**config.mk**
```make
export PLATFORM = sky130hd
export DESIGN_NAME = ahb_fill_master
export DESIGN_NICKNAME = d
export VERILOG_FILES = /design/src/rtl/ahb_pkg.sv /design/src/rtl/ahb_fill_master.sv
export SDC_FILE = /design/constraint.sdc
export NUM_CORES = 1
export LEC_CHECK = 0
export CORE_ASPECT_RATIO = 1.5
export CORE_MARGIN = 10
export CORE_UTILIZATION = 45
export CTS_BUF_LIST = sky130_fd_sc_hd__clkbuf_16
export CTS_CLUSTER_SIZE = 16
export DETAILED_ROUTE_END_ITERATION = 6
export GPL_TIMING_DRIVEN = 0
export HOLD_SLACK_MARGIN = 0.15
export PLACE_DENSITY_LB_ADDON = 0.2
export SETUP_SLACK_MARGIN = 0.02
export SLEW_MARGIN = 10
export SYNTH_ARGS = -nofsm -noshare
export SYNTH_HDL_FRONTEND = slang
export SYNTH_SLANG_ARGS = --single-unit
```
**constraint.sdc**
```tcl
create_clock -name HCLK -period 4.5 [get_ports HCLK]
set_input_delay 0.675 -clock HCLK [delete_from_list [all_inputs] [get_ports HCLK]]
set_output_delay 0.675 -clock HCLK [all_outputs]
set_load 0.02 [all_outputs]
```
**src/rtl/ahb_pkg.sv**
```systemverilog
// ahb_pkg
// Shared AHB-Lite encodings and fill-master state type, imported by
// ahb_fill_master.
//   htrans_t        : AHB transfer type
//   HSIZE_WORD      : 32-bit transfer size
//   HBURST_INCR     : undefined-length incrementing burst
//   HPROT_DATA_PRIV : data access, privileged, non-bufferable, non-cacheable
//   fill_state_t    : fill master FSM states
package ahb_pkg;

  typedef enum logic [1:0] {
    IDLE   = 2'b00,
    BUSY   = 2'b01,
    NONSEQ = 2'b10,
    SEQ    = 2'b11
  } htrans_t;

  localparam logic [2:0] HSIZE_WORD      = 3'b010;
  localparam logic [2:0] HBURST_INCR     = 3'b001;
  localparam logic [3:0] HPROT_DATA_PRIV = 4'b0011;

  typedef enum logic [1:0] {
    FILL_IDLE = 2'b00,
    FILL_XFER = 2'b01,
    FILL_LAST = 2'b10,
    FILL_ERR  = 2'b11
  } fill_state_t;

endpackage

```
**src/rtl/ahb_fill_master.sv**
```systemverilog
// ahb_fill_master
// AHB-Lite master that writes word_count copies of a 32-bit pattern to a
// word-aligned region starting at base_addr, using pipelined INCR writes.
// Build option: define FILL_INCR_EN to write fill_data + i to word i (ramp).
//
// Ports
//   HCLK, HRESETn        : clock, synchronous active-low reset
//   start                : command strobe (sampled only when idle)
//   base_addr            : first word address, bits [1:0] ignored
//   word_count           : number of words to write (0 = immediate done)
//   fill_data            : pattern word
//   busy, done, error    : command status; error qualifies done
//   HADDR..HWDATA        : AHB-Lite master outputs, all registered
//   HREADY, HRESP        : AHB-Lite slave response
//   HRDATA               : unused read data
//
// state     | meaning
// ----------+-----------------------------------------------------------
// FILL_IDLE | no command; HTRANS=IDLE, waits for start
// FILL_XFER | issuing address phases; data phase of previous beat overlaps
// FILL_LAST | last address accepted; waiting for final data phase
// FILL_ERR  | slave error seen; waiting for second HRESP cycle to finish
module ahb_fill_master
  import ahb_pkg::*;
#(
  parameter int CNT_W = 16
) (
  input  logic             HCLK,
  input  logic             HRESETn,
  input  logic             start,
  input  logic [31:0]      base_addr,
  input  logic [CNT_W-1:0] word_count,
  input  logic [31:0]      fill_data,
  output logic             busy,
  output logic             done,
  output logic             error,
  output logic [31:0]      HADDR,
  output logic [1:0]       HTRANS,
  output logic             HWRITE,
  output logic [2:0]       HSIZE,
  output logic [2:0]       HBURST,
  output logic [3:0]       HPROT,
  output logic             HMASTLOCK,
  output logic [31:0]      HWDATA,
  input  logic             HREADY,
  input  logic             HRESP,
  input  logic [31:0]      HRDATA
);

  fill_state_t      state_q;
  htrans_t          htrans_q;
  logic [31:0]      haddr_q;
  logic             hwrite_q;
  logic [2:0]       hburst_q;
  logic [31:0]      hwdata_q;
  logic [31:0]      pat_q;
  logic [CNT_W-1:0] remain_q;
  logic             dphase_q;  // a data phase is outstanding on the bus
  logic             busy_q;
  logic             done_q;
  logic             error_q;

  logic [31:0] haddr_d;
  logic        unused_inputs;

  assign haddr_d       = haddr_q + 32'd4;
  assign unused_inputs = ^{HRDATA, base_addr[1:0]};

  always_ff @(posedge HCLK) begin
    if (!HRESETn) begin
      state_q  <= FILL_IDLE;
      htrans_q <= IDLE;
      haddr_q  <= '0;
      hwrite_q <= 1'b0;
      hburst_q <= '0;
      hwdata_q <= '0;
      pat_q    <= '0;
      remain_q <= '0;
      dphase_q <= 1'b0;
      busy_q   <= 1'b0;
      done_q   <= 1'b0;
      error_q  <= 1'b0;
    end else begin
      done_q  <= 1'b0;
      error_q <= 1'b0;
      case (state_q)
        FILL_IDLE: begin
          if (start) begin
            if (word_count == '0) begin
              done_q <= 1'b1;
            end else begin
              state_q  <= FILL_XFER;
              htrans_q <= NONSEQ;
              haddr_q  <= {base_addr[31:2], 2'b00};
              hwrite_q <= 1'b1;
              hburst_q <= HBURST_INCR;
              pat_q    <= fill_data;
              remain_q <= word_count;
              busy_q   <= 1'b1;
            end
          end
        end
        FILL_XFER: begin
          // First HRESP cycle (HREADY low): drop the pending address at once.
          if (dphase_q && HRESP && !HREADY) begin
            state_q  <= FILL_ERR;
            htrans_q <= IDLE;
            hwrite_q <= 1'b0;
            hburst_q <= '0;
          end else if (HREADY) begin
            hwdata_q <= pat_q;
            dphase_q <= 1'b1;
`ifdef FILL_INCR_EN
            pat_q    <= pat_q + 32'd1;
`endif
            if (remain_q == CNT_W'(1)) begin
              state_q  <= FILL_LAST;
              htrans_q <= IDLE;
              hwrite_q <= 1'b0;
              hburst_q <= '0;
            end else begin
              haddr_q  <= haddr_d;
              // A 1 KB boundary (or 32-bit wrap) restarts the burst.
              htrans_q <= (haddr_d[9:0] == 10'd0) ? NONSEQ : SEQ;
              remain_q <= remain_q - CNT_W'(1);
            end
          end
        end
        FILL_LAST: begin
          if (HRESP && !HREADY) begin
            state_q <= FILL_ERR;
          end else if (HREADY) begin
            state_q  <= FILL_IDLE;
            dphase_q <= 1'b0;
            busy_q   <= 1'b0;
            done_q   <= 1'b1;
          end
        end
        FILL_ERR: begin
          if (HREADY) begin
            state_q  <= FILL_IDLE;
            dphase_q <= 1'b0;
            busy_q   <= 1'b0;
            done_q   <= 1'b1;
            error_q  <= 1'b1;
          end
        end
        default: state_q <= FILL_IDLE;
      endcase
    end
  end

  assign busy      = busy_q;
  assign done      = done_q;
  assign error     = error_q;
  assign HADDR     = haddr_q;
  assign HTRANS    = htrans_q;
  assign HWRITE    = hwrite_q;
  assign HSIZE     = HSIZE_WORD;
  assign HBURST    = hburst_q;
  assign HPROT     = HPROT_DATA_PRIV;
  assign HMASTLOCK = 1'b0;
  assign HWDATA    = hwdata_q;

endmodule

```
==> run metrics <==
core area=0.01295 mm^2; Final setup viols=0; CTS clock-pin slew for the worst setup and hold paths=0.06 ns; commonest cells in the netlist=nand2_1 (184), dfxtp_1 (119), a21oi_1 (111); clock skew=0.006483 ns; H-tree depth=4; Cells after Synth=787; first-pass GRT wire length=34640 um; metal2 WL=10920 um; maximum vdd drop=0.0003482 V; async set-reset flop share out of synthesis=0%; number of I/O pins=198; area delta synth->final=40.52%; crit path capture type=register; wire length on met1=7946 um; Design Power=4.900 mW; Detail Route met3 WL=2400 um; CTS Buf Count=17; initial antenna violation count=0; Worst Path Required=4.84 ns; initial DRC count=412; HPWL after detailed placement=16510 um; via density per instance=5.821; arrival time worst endpoint=3.80 ns; Leak Pwr=3.014 nW; top-area cell type share of the netlist area=40.22%; GRT Total Usage=23.57%; Yosys cell types=60; sequential share of the synthesized area=40.22%; fin util=64.25%; DRC viols=0; Relative slew margins=29.58%; CP startpoint kind=input port; Post CTS Setup Buffer Count=0; Final ANT Viol Nets=0; Synthesis Warnings=0; status=finished, final reports clean; Clock Path Buffers=2; routability cong.=0.9609; drt wl/cell=19.58 um; row count=51; Setup TNS Final=0 ns; post-synthesis average cell area=7.526 um^2; vias in the first global route=6604; CTS resizes=0; Sink Count=119; Fmax achieved=0.2891 GHz; Power Dens Cells=588.8 mW/mm^2; # diodes=0; top routing layer in use=met4; drt total wl=22310 um; die area=0.01825 mm^2; Max Cap Violations=0; Crit Path Class=in -> reg; buffers added on ports=151; HP Class=reg -> reg; nets=1087; most used flip-flop cell after synthesis=dfxtp_1; fin crit period=3.459 ns; largest net degree at the start of global routing=17; Final period util=76.87%; top-count cell post-synth=nand2_1; Worst Path Max Fanout=10; DR pass1 iterations=5; Hold Fails Final Rpt=0; number of flops mapped to enable cells by yosys=0; RSZ-0062 raised after global routing=no; Horiz. Die Dim=113.7 um; Worst-Margin Slew=1.048 ns; #FFs+latches synth=119; TritonCTS clock tree=built; grt ovf=0; synth top area cells=dfxtp_1 (40%), nand2_1 (12%), a21oi_1 (9.4%); root cell of the clock tree=clkbuf_16; Die Ht=160.5 um; hold_buf cts=0; clk_lat worst skew=0.41 ns; post-synth top area cell=dfxtp_1; Synth Cell Area=0.005923 mm^2; share of cells above drive strength 1=7.143%; Initial Utilization=45.73%; Vias=6630; Slew Limit Fails=0
## metrics by stage
stage	setup WS, ns	instance area, um^2	instances	hold WS, ns
2_1_floorplan	2.201	5961	797	0.4321
3_5_place_dp	0.6689	7671	1107	0.4449
4_1_cts	1.095	8323	1139	0.4521
3_3_place_gp	0.6305	7671	1107	0.4368
5_1_grt	0.9470	8323	1139	0.4654
6_report	1.041	8323	1139	0.4487
## area by class of cell
| type | instances | area, um^2 |
|---|---|---|
| repair buffers | 151 | 1511 |
| clock inverters | 15 | 226.5 |
| fillers | 1164 | 4631 |
| plain buffers | 78 | 377.9 |
| multi-input cells | 592 | 3171 |
| flip-flops and latches | 119 | 2382 |
| inverters | 8 | 30.03 |
| clock buffers | 17 | 425.4 |
| well taps | 159 | 198.9 |
## metal layers
layer,track usage [%],vias to the layer above
li1,-,3169
met3,8.837,72
met4,12.67,0
met2,39.84,357
met5,0,-
met1,24.50,3032
## logic make-up (layout without fill, tap and decap cells)
family / count (synthesis) / count (layout) / share of synthesized area [%]
flops: 119 / 119 / 40.22
mux: 1 / 1 / 0.1690
buf+inv: 86 / 269 / 6.887
simple gates: 351 / 351 / 27.31
compound gates: 225 / 225 / 24.65
fa+ha+maj: 3 / 3 / 0.6338
other cells: 2 / 12 / 0.1268
## power by group
| group | leakage, nW | switching, mW | internal, mW | total [mW] |
|---|---|---|---|---|
| Combinational | 1.72 | 1.18 | 0.727 | 1.90 |
| Sequential | 0.973 | 0.219 | 1.27 | 1.49 |
| Clock | 0.317 | 0.522 | 0.986 | 1.51 |
| Total | 3.01 | 1.92 | 2.98 | 4.90 |
## critical path: stages
cell             delay (ns)
clkdlybuf4s50_1        0.45
nor4_1                 0.52
nand4_1                0.36
a21oi_1                0.84
clkbuf_1               0.58
o31ai_1                0.19
a21oi_1                0.16
## registers in the layout, summed over array words and instances (netlist names)
signal	flops
HBURST	1
state_q	2
error	1
dphase_q	1
HADDR	30
pat_q	32
busy	1
remain_q	16
HTRANS	2
HWDATA	32
done	1
## path summary, 6_finish.rpt
check                                              from                       to  slack [ns]  depth (start not counted)
worst max-delay path                      word_count[3]    HADDR[7]$_SDFFE_PN0P_        1.04                          7
worst min-delay path             pat_q[21]$_SDFFE_PN0P_  HWDATA[21]$_SDFFE_PN0P_        0.45                          2
worst max register to register  state_q[0]$_SDFFE_PN0P_    HADDR[7]$_SDFFE_PN0P_        1.79                          8
worst min register to register   pat_q[21]$_SDFFE_PN0P_  HWDATA[21]$_SDFFE_PN0P_        0.45                          2
## cells in the final DEF, fill, tap and decap left out, types with 7 or more instances in the layout
master           instances
a31oi_1                  9
buf_2                    8
a211oi_1                 8
o32ai_1                 13
nand2_1                184
a21oi_1                111
inv_1                    9
o31a_1                   7
conb_1                  12
nor2_1                  49
buf_4                   16
nand4_1                 16
clkdlybuf4s50_1        151
nand3_1                 24
nor3_1                  29
clkbuf_16               17
o21ai_0                 11
o31ai_1                 20
dfxtp_1                119
nor4_1                  10
clkbuf_1                50
and3_1                   7
Note: power is estimated with default switching activity, not from simulation.
